**src/rtl/uut_seq_if.sv**
```systemverilog
// uut_seq_if: control-unit side of the UUT run sequencer (start/abort request, busy/done/result).
// Macro UUT_SEQ_MINMAX_EN adds stats_clr and the cycles_min/cycles_max result pair.
interface uut_seq_if #(parameter int CYCLE_W = 32) ();
    logic               start;
    logic               abort;
    logic [1:0]         clk_sel_req;
    logic               busy;
    logic               done;
    logic [CYCLE_W-1:0] cycles;
    logic [1:0]         status;
`ifdef UUT_SEQ_MINMAX_EN
    logic               stats_clr;
    logic [CYCLE_W-1:0] cycles_min;
    logic [CYCLE_W-1:0] cycles_max;
    modport master (output start, abort, clk_sel_req, stats_clr,
                    input busy, done, cycles, status, cycles_min, cycles_max);
    modport slave  (input start, abort, clk_sel_req, stats_clr,
                    output busy, done, cycles, status, cycles_min, cycles_max);
`else
    modport master (output start, abort, clk_sel_req,
                    input busy, done, cycles, status);
    modport slave  (input start, abort, clk_sel_req,
                    output busy, done, cycles, status);
`endif
endinterface

```
**src/rtl/uut_run_sequencer.sv**
```systemverilog
// uut_run_sequencer: selects UUT clock, settles, pulses UUT reset, then counts run cycles to end/error/timeout.
// Macro UUT_SEQ_MINMAX_EN adds min/max tracking of ok run lengths with stats_clr.
module uut_run_sequencer #(
    parameter int CYCLE_W        = 32,
    parameter int TIMEOUT_CYCLES = 1000000,
    parameter int RST_CYCLES     = 16,
    parameter int SETTLE_CYCLES  = 8
) (
    input  logic       clk,
    input  logic       rst,
    uut_seq_if.slave   ctl,
    output logic [1:0] clk_uut_sel,
    output logic       rst_uut,
    input  logic       end_uut,
    input  logic       err_uut
);
    typedef enum logic [2:0] {IDLE, SEL_CLK, RESET, RUN, DONE} state_t;
    localparam logic [CYCLE_W-1:0] SETTLE_LAST = CYCLE_W'(SETTLE_CYCLES - 1);
    localparam logic [CYCLE_W-1:0] RST_LAST    = CYCLE_W'(RST_CYCLES - 1);
    localparam logic [CYCLE_W-1:0] TO_LAST     = CYCLE_W'(TIMEOUT_CYCLES - 1);
    localparam logic [CYCLE_W-1:0] TO_VAL      = CYCLE_W'(TIMEOUT_CYCLES);
    localparam logic [1:0] ST_OK = 2'b00, ST_ERR = 2'b01, ST_TO = 2'b10, ST_ABORT = 2'b11;

    state_t             state_q, state_d;
    logic [CYCLE_W-1:0] cnt_q, cnt_d, cycles_q, cycles_d;
    logic [1:0]         sel_q, sel_d, status_q, status_d;
    logic [1:0]         end_sync_q, end_sync_d, err_sync_q, err_sync_d;
    logic               end_s, err_s;

    assign end_s = end_sync_q[1];
    assign err_s = err_sync_q[1];

    // cnt_q doubles as the settle/reset timer before RUN and as the run counter in RUN
    always_comb begin
        state_d    = state_q;
        cnt_d      = cnt_q;
        sel_d      = sel_q;
        cycles_d   = cycles_q;
        status_d   = status_q;
        end_sync_d = {end_sync_q[0], end_uut};
        err_sync_d = {err_sync_q[0], err_uut};
        case (state_q)
            IDLE: if (ctl.start) begin
                state_d = SEL_CLK;
                sel_d   = (ctl.clk_sel_req == 2'b11) ? 2'b00 : ctl.clk_sel_req;
                cnt_d   = '0;
            end
            SEL_CLK: begin
                cnt_d   = (cnt_q == SETTLE_LAST) ? '0 : cnt_q + 1'b1;
                state_d = (cnt_q == SETTLE_LAST) ? RESET : SEL_CLK;
            end
            RESET: begin
                cnt_d   = (cnt_q == RST_LAST) ? '0 : cnt_q + 1'b1;
                state_d = (cnt_q == RST_LAST) ? RUN : RESET;
            end
            RUN: begin
                cnt_d = (cnt_q == '1) ? cnt_q : cnt_q + 1'b1;
                if (err_s || end_s || cnt_q == TO_LAST) begin
                    state_d  = DONE;
                    cycles_d = (err_s || end_s) ? cnt_q : TO_VAL;
                    status_d = err_s ? ST_ERR : end_s ? ST_OK : ST_TO;
                end
            end
            DONE: begin
                state_d = IDLE;
                cnt_d   = '0;
            end
            default: state_d = IDLE;
        endcase
        if (ctl.abort && (state_q == SEL_CLK || state_q == RESET || state_q == RUN)) begin
            state_d  = DONE;
            cycles_d = (state_q == RUN) ? cnt_q : '0;
            status_d = ST_ABORT;
        end
    end

    always_ff @(posedge clk or negedge rst) begin
        if (!rst) begin
            state_q    <= IDLE;
            cnt_q      <= '0;
            sel_q      <= 2'b00;
            cycles_q   <= '0;
            status_q   <= ST_OK;
            end_sync_q <= 2'b00;
            err_sync_q <= 2'b00;
        end else begin
            state_q    <= state_d;
            cnt_q      <= cnt_d;
            sel_q      <= sel_d;
            cycles_q   <= cycles_d;
            status_q   <= status_d;
            end_sync_q <= end_sync_d;
            err_sync_q <= err_sync_d;
        end
    end

`ifdef UUT_SEQ_MINMAX_EN
    logic [CYCLE_W-1:0] min_q, min_d, max_q, max_d;
    logic               ok_done;

    assign ok_done = (state_q == DONE) && (status_q == ST_OK);

    always_comb begin
        min_d = ctl.stats_clr ? '1 : (ok_done && cycles_q < min_q) ? cycles_q : min_q;
        max_d = ctl.stats_clr ? '0 : (ok_done && cycles_q > max_q) ? cycles_q : max_q;
    end

    always_ff @(posedge clk or negedge rst) begin
        if (!rst) begin
            min_q <= '1;
            max_q <= '0;
        end else begin
            min_q <= min_d;
            max_q <= max_d;
        end
    end

    assign ctl.cycles_min = min_q;
    assign ctl.cycles_max = max_q;
`endif

    assign clk_uut_sel = sel_q;
    assign rst_uut     = (state_q != RUN);
    assign ctl.busy    = (state_q != IDLE);
    assign ctl.done    = (state_q == DONE);
    assign ctl.cycles  = cycles_q;
    assign ctl.status  = status_q;
endmodule

```
**src/flat_wrapper.sv**
```systemverilog
// flat-port wrapper written by rule: the top's interface ports become plain ports
module uut_run_sequencer_flat 
#(
    parameter int CYCLE_W        = 32,
    parameter int TIMEOUT_CYCLES = 1000000,
    parameter int RST_CYCLES     = 16,
    parameter int SETTLE_CYCLES  = 8
)
  (clk, rst, clk_uut_sel, rst_uut, end_uut, err_uut, ctl_start, ctl_abort, ctl_clk_sel_req, ctl_busy, ctl_done, ctl_cycles, ctl_status);
  uut_seq_if #(.CYCLE_W(CYCLE_W)) ctl_i ();
  input  logic clk;
  input  logic rst;
  output logic [1:0] clk_uut_sel;
  output logic rst_uut;
  input  logic end_uut;
  input  logic err_uut;
  input wire logic [$bits(ctl_i.start)-1:0] ctl_start;
  input wire logic [$bits(ctl_i.abort)-1:0] ctl_abort;
  input wire logic [$bits(ctl_i.clk_sel_req)-1:0] ctl_clk_sel_req;
  output wire logic [$bits(ctl_i.busy)-1:0] ctl_busy;
  output wire logic [$bits(ctl_i.done)-1:0] ctl_done;
  output wire logic [$bits(ctl_i.cycles)-1:0] ctl_cycles;
  output wire logic [$bits(ctl_i.status)-1:0] ctl_status;
  assign ctl_i.start = ctl_start;
  assign ctl_i.abort = ctl_abort;
  assign ctl_i.clk_sel_req = ctl_clk_sel_req;
  assign ctl_busy = ctl_i.busy;
  assign ctl_done = ctl_i.done;
  assign ctl_cycles = ctl_i.cycles;
  assign ctl_status = ctl_i.status;
  uut_run_sequencer #(.CYCLE_W(CYCLE_W), .TIMEOUT_CYCLES(TIMEOUT_CYCLES), .RST_CYCLES(RST_CYCLES), .SETTLE_CYCLES(SETTLE_CYCLES)) u_core (.clk(clk), .rst(rst), .ctl(ctl_i), .clk_uut_sel(clk_uut_sel), .rst_uut(rst_uut), .end_uut(end_uut), .err_uut(err_uut));
endmodule
```
**config.mk**
```make
export PLATFORM = sky130hd
export DESIGN_NAME = uut_run_sequencer_flat
export DESIGN_NICKNAME = d
export VERILOG_FILES = /design/src/rtl/uut_seq_if.sv /design/src/rtl/uut_run_sequencer.sv /design/src/flat_wrapper.sv
export SDC_FILE = /design/constraint.sdc
export NUM_CORES = 1
export LEC_CHECK = 0
export ABC_CLOCK_PERIOD_IN_PS = 2900
export BUFFER_PORTS_ARGS = -buffer_cell sky130_fd_sc_hd__buf_2
export CAP_MARGIN = 10
export CORE_ASPECT_RATIO = 0.9
export CORE_MARGIN = 2
export CORE_UTILIZATION = 50
export CTS_CLUSTER_SIZE = 40
export DETAILED_ROUTE_END_ITERATION = 7
export PLACE_DENSITY = 0.74
export SLEW_MARGIN = 20
export SYNTH_ARGS = -nofsm -noshare
export SYNTH_HDL_FRONTEND = slang
export SYNTH_SLANG_ARGS = --single-unit
```
**constraint.sdc**
```tcl
create_clock -name clk -period 2.9 [get_ports clk]
set_clock_uncertainty 0.1 [all_clocks]
set_input_delay 0 -clock clk [delete_from_list [all_inputs] [get_ports clk]]
set_output_delay 0 -clock clk [all_outputs]
set_load 0.01 [all_outputs]
```
Word level (Yosys, flattened, before mapping)
Cells that the tools add are included.
{"block": "op_classes", "add_sub_neg": 1, "n_eq_ne": 14, "n_mux": 22, "n_reduce_logical": 14}
{"operator": "2-to-1 mux 32 bit", "count": 9}
{"operator": "one-hot mux 32 bit (5 select lines)", "count": 1}
{"operator": "adder 32 x 1 -> 32 bit, second input constant", "count": 1}
{"operator": "== test 32 x 20 -> 1 bit, second input constant", "count": 1}
{"operator": "== test 32 x 3 -> 1 bit, second input constant", "count": 1}
{"operator": "== test 32 bit, second input constant", "count": 1}
{"operator": "== test 32 x 4 -> 1 bit, second input constant", "count": 1}
{"operator": "2-to-1 mux 2 bit", "count": 7}
{"operator": "one-hot mux 3 bit (4 select lines)", "count": 1}
{"operator": "2-to-1 mux 3 bit", "count": 3}
{"operator": "inequality test 3 x 2 -> 1 bit, second input constant", "count": 3}
{"operator": "== test 3 x 2 -> 1 bit, second input constant", "count": 2}
{"operator": "AND reduction 2 bit", "count": 3}
{"operator": "nonzero test 5 bit", "count": 1}
{"operator": "logical OR 1 bit", "count": 4}
{"operator": "inequality test 2 bit, second input constant", "count": 2}
{"operator": "nonzero test 2 bit", "count": 2}
{"operator": "== test 3 x 1 -> 1 bit, second input constant", "count": 1}
{"operator": "== test 3 bit, second input constant", "count": 1}
{"operator": "zero test 3 bit", "count": 1}
{"operator": "AND reduction 3 bit", "count": 1}
{"operator": "nonzero test 3 bit", "count": 1}
{"operator": "== test 2 bit, second input constant", "count": 1}
{"operator": "logical AND 1 bit", "count": 1}
{"operator": "2-to-1 mux 1 bit", "count": 1}
{"block": "word_totals", "register_bits": 75, "in_bits": 8, "out_inout_bits": 39, "word_cells": 58}

Depth between registers and ports, before layout
{"block": "depth", "word_depth": 6, "mapped_depth": 9, "depth_no_buf": 7}

Worst setup path before layout
Ideal clock, no wire load.
{"block": "synth_path", "kind": "register -> register", "startpoint": "register u_core.cnt_q[0]", "endpoint": "register u_core.status_q[0] (netlist: u_core.ctl.status[0])", "setup_ns": 0.126, "arrival_ns": 1.951, "setup_slack_ns": 0.723, "stages_incl_launch_ff": 7, "synth_period_minus_slack_ns": 2.177, "cell_sequence": "dfrtp_1 > ha_1 > nand3_4 > or4_4 > nor3_1 > o21ai_0 > a221o_1"}
{"block": "synth_via", "elab_chain_len": 4}
{"item": "start: declaration", "line_no": "uut_run_sequencer.sv:25", "rtl": "logic [CYCLE_W-1:0] cnt_q, cnt_d, cycles_q, cycles_d;"}
{"item": "start signal: assignment", "line_no": "uut_run_sequencer.sv:88", "rtl": "cnt_q <= cnt_d;"}
{"item": "== test 32 x 20 -> 1 bit", "line_no": "uut_run_sequencer.sv:58", "rtl": "if (err_s || end_s || cnt_q == TO_LAST) begin"}
{"item": "logical OR 1 bit", "line_no": "uut_run_sequencer.sv:58"}
{"item": "nonzero test 2 bit (no source line)"}
{"item": "AND reduction 2 bit (no source line)"}
{"item": "end signal: assignment", "line_no": "uut_run_sequencer.sv:91", "rtl": "status_q <= status_d;"}
{"item": "end: declaration", "line_no": "uut_run_sequencer.sv:26", "rtl": "logic [1:0] sel_q, sel_d, status_q, status_d;"}
Every way passes these cells.
A chain may end at the register's enable or synchronous reset.

Final worst setup path
{"block": "layout_path", "startpoint": "register u_core.state_q[0]", "endpoint": "register u_core.sel_q[1] (netlist: u_core.clk_uut_sel[1])"}
{"block": "layout_via", "elab_chain_len": 2}
{"item": "start: declaration", "line_no": "uut_run_sequencer.sv:24", "rtl": "state_t state_q, state_d;"}
{"item": "start signal: assignment", "line_no": "uut_run_sequencer.sv:87", "rtl": "state_q <= state_d;"}
{"item": "zero test 3 bit", "line_no": "uut_run_sequencer.sv:42", "rtl": "case (state_q)"}
{"item": "AND reduction 2 bit (no source line)"}
{"item": "end signal: assignment", "line_no": "uut_run_sequencer.sv:89", "rtl": "sel_q <= sel_d;"}
{"item": "end: declaration", "line_no": "uut_run_sequencer.sv:26"}
Every way passes these cells.

==> report_table.html <==
<table>
<tr><th>Metric</th><th>Value</th></tr>
<tr><th colspan="2">Outcome</th></tr>
<tr><td>Run status</td><td>completed</td></tr>
<tr><th colspan="2">Detailed routing</th></tr>
<tr><td>Met2 Wirelength</td><td>4.654 mm</td></tr>
<tr><td>Routed vias</td><td>3390</td></tr>
<tr><td>Pre-antenna DRT Iters</td><td>4</td></tr>
<tr><td>Detailed Route WL</td><td>9.334 mm</td></tr>
<tr><td>Highest signal layer in the routed design</td><td>met4</td></tr>
<tr><td>Number of nets with antenna violations after routing</td><td>0</td></tr>
<tr><td>Remaining DRCs</td><td>0</td></tr>
<tr><td>Detailed router's first-iteration violation count</td><td>about 240</td></tr>
<tr><td>Detailed-route vias per instance</td><td>5.855</td></tr>
<tr><td>Routed length on met1</td><td>between 4 and 5 mm</td></tr>
<tr><td>Met3 Wirelength</td><td>523 µm</td></tr>
<tr><td>Routed length per placed instance</td><td>roughly 16 µm</td></tr>
<tr><th colspan="2">Synthesis</th></tr>
<tr><td>Most numerous cell in the Yosys netlist</td><td>nand2_1</td></tr>
<tr><td>Syn Area/Cell</td><td>between 8 and 9 µm²</td></tr>
<tr><td>Post-synthesis net count</td><td>about 440</td></tr>
<tr><td>Top post-synthesis cells by count</td><td>nand2_1 (89), dfrtp_1 (75), nand3_1 (40)</td></tr>
<tr><td>Synth cell types</td><td>52</td></tr>
<tr><td>Synth async-reset ratio</td><td>100.0%</td></tr>
<tr><td>Share of synthesized area spent on multiplexers</td><td>0.2960%</td></tr>
<tr><td>Cell area after synthesis</td><td>about 3800 µm²</td></tr>
<tr><td>Combinational family with the most area after synthesis</td><td>simple AND/OR/NAND/NOR gates</td></tr>
<tr><td>Simple-gate share of the synthesized area</td><td>approximately 28%</td></tr>
<tr><td>Count of state elements after synthesis</td><td>75</td></tr>
<tr><td>Count of flip-flops with a built-in enable after synthesis</td><td>0</td></tr>
<tr><td>Predominant post-synthesis flop cell</td><td>dfrtp_1</td></tr>
<tr><td>Post-Synth Adder-Cell Area</td><td>0.3288%</td></tr>
<tr><td>Largest cells by area after synthesis</td><td>dfrtp_1 (49%), nand2_1 (8.8%), nand3_1 (5.3%)</td></tr>
<tr><td>Post-synthesis compound-gate area fraction</td><td>between 10% and 20%</td></tr>
<tr><td>Area share of the leading cell type in the synthesized netlist</td><td>~49%</td></tr>
<tr><td>Synth area leader</td><td>dfrtp_1</td></tr>
<tr><td>Portion of the post-synthesis area used by sequential elements</td><td>49.33%</td></tr>
<tr><td>Number of warnings printed during yosys synthesis</td><td>0</td></tr>
<tr><td>Synthesized-area fraction occupied by xor and xnor cells</td><td>0.4604%</td></tr>
<tr><td>Instance count of the mapped netlist</td><td>428</td></tr>
<tr><th colspan="2">STA</th></tr>
<tr><td>Share of the clock period used by the worst path after layout</td><td>89.31%</td></tr>
<tr><td>Final hold violations</td><td>0</td></tr>
<tr><td>Peak Freq</td><td>0.3861 GHz</td></tr>
<tr><td>Worst relative slew slack</td><td>around two fifths</td></tr>
<tr><td>Post-Route Setup TNS</td><td>0 ns</td></tr>
<tr><td>Max-slew violations</td><td>0</td></tr>
<tr><td>Setup violations, final</td><td>0</td></tr>
<tr><td>RSZ-0062 raised after global routing</td><td>no</td></tr>
<tr><td>Least-Margin Pin Slew</td><td>between 0.8 and 0.9 ns</td></tr>
<tr><td>Time the worst path needs with I/O delays and setup</td><td>2.590 ns</td></tr>
<tr><th colspan="2">Die</th></tr>
<tr><td>Number of placement rows</td><td>30</td></tr>
<tr><td>Die Footprint</td><td>8324 µm²</td></tr>
<tr><td>Top-level port count</td><td>47</td></tr>
<tr><td>Chip height</td><td>86.76 µm</td></tr>
<tr><td>Floorplan core area</td><td>7470 µm²</td></tr>
<tr><td>Starting density of the core</td><td>50.94%</td></tr>
<tr><td>X dimension of the die</td><td>95.95 µm</td></tr>
<tr><th colspan="2">Min path</th></tr>
<tr><td>Hold Crit Class</td><td>in2async</td></tr>
<tr><th colspan="2">Clock tree</th></tr>
<tr><td>Maximum level of the CTS H-tree</td><td>3</td></tr>
<tr><td>Bufs on Longest Clock Path</td><td>2</td></tr>
<tr><td>CTS sink count</td><td>between 70 and 80</td></tr>
<tr><td>Total of cells resized after clock tree synthesis</td><td>0</td></tr>
<tr><td>Clk_lat worst skew</td><td>between 0.3 and 0.4 ns</td></tr>
<tr><td>Post CTS Setup Buffer Count</td><td>0</td></tr>
<tr><td>Number of buffers inserted for hold repair after clock tree synthesis</td><td>11</td></tr>
<tr><td>Clock tree from TritonCTS</td><td>yes</td></tr>
<tr><td>Clock Root Buffer</td><td>clkbuf_8</td></tr>
<tr><td>Clock buffer count from CTS</td><td>9</td></tr>
<tr><td>Clock-pin slew on the worst setup and hold paths</td><td>0.07 ns</td></tr>
<tr><th colspan="2">Placement</th></tr>
<tr><td>Detailed Place HPWL</td><td>6.320 mm</td></tr>
<tr><td>Placed instance area</td><td>4123 µm²</td></tr>
<tr><td>Buffers on Ports</td><td>46</td></tr>
<tr><td>Placed Cells</td><td>553</td></tr>
<tr><td>Routability Congestion</td><td>0.9125</td></tr>
<tr><th colspan="2">Global route</th></tr>
<tr><td>Total Routing Usage GR</td><td>25.00%</td></tr>
<tr><td>Number of global-route vias before repair</td><td>between 3000 and 4000</td></tr>
<tr><td>Antenna violations before repair</td><td>0</td></tr>
<tr><td>Pin count of the biggest net entering global routing</td><td>41</td></tr>
<tr><td>Global-route wire length before repair</td><td>15.95 mm</td></tr>
<tr><td>Global route overflow</td><td>0</td></tr>
<tr><th colspan="2">Pwr</th></tr>
<tr><td>Internal cell power</td><td>1.752 mW</td></tr>
<tr><td>Comb pwr share</td><td>~29%</td></tr>
<tr><td>Total leakage power</td><td>2.081 nW</td></tr>
<tr><td>Sequential fraction of design power</td><td>43.6%</td></tr>
<tr><td>Clock share of power</td><td>27.0%</td></tr>
<tr><td>Switching share of total power</td><td>35.87%</td></tr>
<tr><td>Peak supply drop</td><td>approximately 0.00028 V</td></tr>
<tr><td>Power Dens Cells</td><td>618.2 nW/µm²</td></tr>
<tr><td>Switch Pwr</td><td>0.9800 mW</td></tr>
<tr><th colspan="2">Worst setup path</th></tr>
<tr><td>Crit. End Element</td><td>register</td></tr>
<tr><td>Kind of launch point of the worst setup path</td><td>register</td></tr>
<tr><td>Arrival time reported for the critical path endpoint</td><td>about 2.8 ns</td></tr>
<tr><td>Required time reported for the critical path endpoint</td><td>3.08 ns</td></tr>
<tr><td>Setup CP Type</td><td>reg2reg</td></tr>
<tr><td>Critical-path maximum fanout</td><td>7</td></tr>
<tr><th colspan="2">Layout</th></tr>
<tr><td>Number of diodes added for antenna fixing</td><td>0</td></tr>
<tr><td>Share of layout cells above drive strength 1</td><td>a little under a fifth</td></tr>
<tr><td>Fin nets</td><td>488</td></tr>
<tr><td>Area Overhead vs Synth</td><td>16.15%</td></tr>
<tr><td>Final cell count without fillers</td><td>~580</td></tr>
<tr><td>Cell area after layout</td><td>between 4000 and 5000 µm²</td></tr>
<tr><th colspan="2">Run</th></tr>
<tr><td>Max capacitance violation total</td><td>0</td></tr>
</table>
## power by group through the flow
stage / combinational [mW] / sequential [mW] / clock, mW
final: 0.803 / 1.19 / 0.739
after global routing: 0.890 / 1.20 / 0.808
after CTS: 0.801 / 1.19 / 0.754
after detailed placement: 0.771 / 1.21 / 0
after global placement: 0.747 / 1.20 / 0
after floorplan: 0.564 / 1.18 / 0
## routing by layer
| layer | vias up | track usage, % |
|---|---|---|
| met5 | - | 0 |
| met4 | 0 | 8.571 |
| met3 | 13 | 5.913 |
| met2 | 101 | 40.94 |
| met1 | 1649 | 32.63 |
| li1 | 1627 | - |
## cells by family (layout without fill, tap and decap cells)
family | count (synthesis) | after routing
flip-flops | 75 | 75
XOR/XNOR | 2 | 2
AO/OA/AOI/OAI | 92 | 92
multiplexers | 1 | 1
AND/OR/NAND/NOR | 215 | 215
buffers and inverters | 42 | 97
adder cells (fa/ha/maj) | 1 | 1
## flip-flops by register name, summed over array words and instances (netlist names)
| name | count |
|---|---|
| u_core.state_q | 3 |
| u_core.ctl.cycles | 32 |
| u_core.cnt_q | 32 |
| u_core.clk_uut_sel | 2 |
| u_core.err_sync_q | 2 |
| u_core.end_sync_q | 2 |
| u_core.ctl.status | 2 |
## cell type report
cell class              count  area [µm²]
fillers                   662        3050
flip-flops and latches     75        1877
multi-input cells         311        1739
clock inverters             2       10.01
well taps                  96       120.1
clock buffers              13       168.9
inverters                  13       48.80
repair buffers             69       455.4
## metrics by stage
stage | hold slack [ns] | worst slack, ns | total power, mW | util (%)
final | 0.1794 | 0.3101 | 2.732 | 59.16
after global routing | 0.1796 | 0.1322 | 2.899 | 59.16
after CTS | 0.1792 | 0.3916 | 2.742 | 59.06
after detailed placement | 0.009348 | 0.4170 | 1.978 | 55.19
after global placement | 0.01205 | 0.4287 | 1.951 | 55.09
after floorplan | -0.3956 | 0.7227 | 1.741 | -
## path summary, 6_finish.rpt
kind / startpoint / end / slack, ns / cells after the start
max in group asynchronous: rst / u_core.cnt_q[12] / 1.82 / 3
min reg2reg: u_core.err_sync_q[0] / u_core.err_sync_q[1] / 0.26 / 0
max: u_core.state_q[0] / u_core.clk_uut_sel[1] / 0.31 / 6
min: rst / u_core.ctl.status[1] / 0.18 / 2
min in group clk: end_uut / u_core.end_sync_q[0] / 0.20 / 2
max reg2reg: u_core.state_q[0] / u_core.clk_uut_sel[1] / 0.31 / 6
## worst max-delay path, stage by stage, from the launching register on
cell           delay [ns]
dfrtp_1              0.45
or3_1                0.42
nor2_1               0.20
nand3b_1             0.11
dlygate4sd3_1        0.56
o21ai_0              0.09
dlygate4sd3_1        0.59
## placed cells by master, fill, tap and decap left out, types with 2 or more instances in the layout
cell type	n
nor2b_1	2
a31oi_1	9
o21ai_0	24
a22oi_1	2
and2_1	4
dlygate4sd3_1	11
or2_2	2
a221o_1	4
o311ai_0	4
a21oi_1	20
buf_12	2
buf_4	10
inv_1	13
clkbuf_8	12
o21ai_1	4
or3_1	10
nor2_1	23
a2bb2oi_1	4
o31ai_1	6
nand3_1	40
clkinv_2	2
nor4_1	10
a22o_1	3
nand2_1	89
dfrtp_1	75
nor3_1	9
o31a_1	2
nand4_1	7
buf_2	46
nand2b_1	5
and4_1	4
nand3b_1	2
Power figures use the tool's default switching activity.
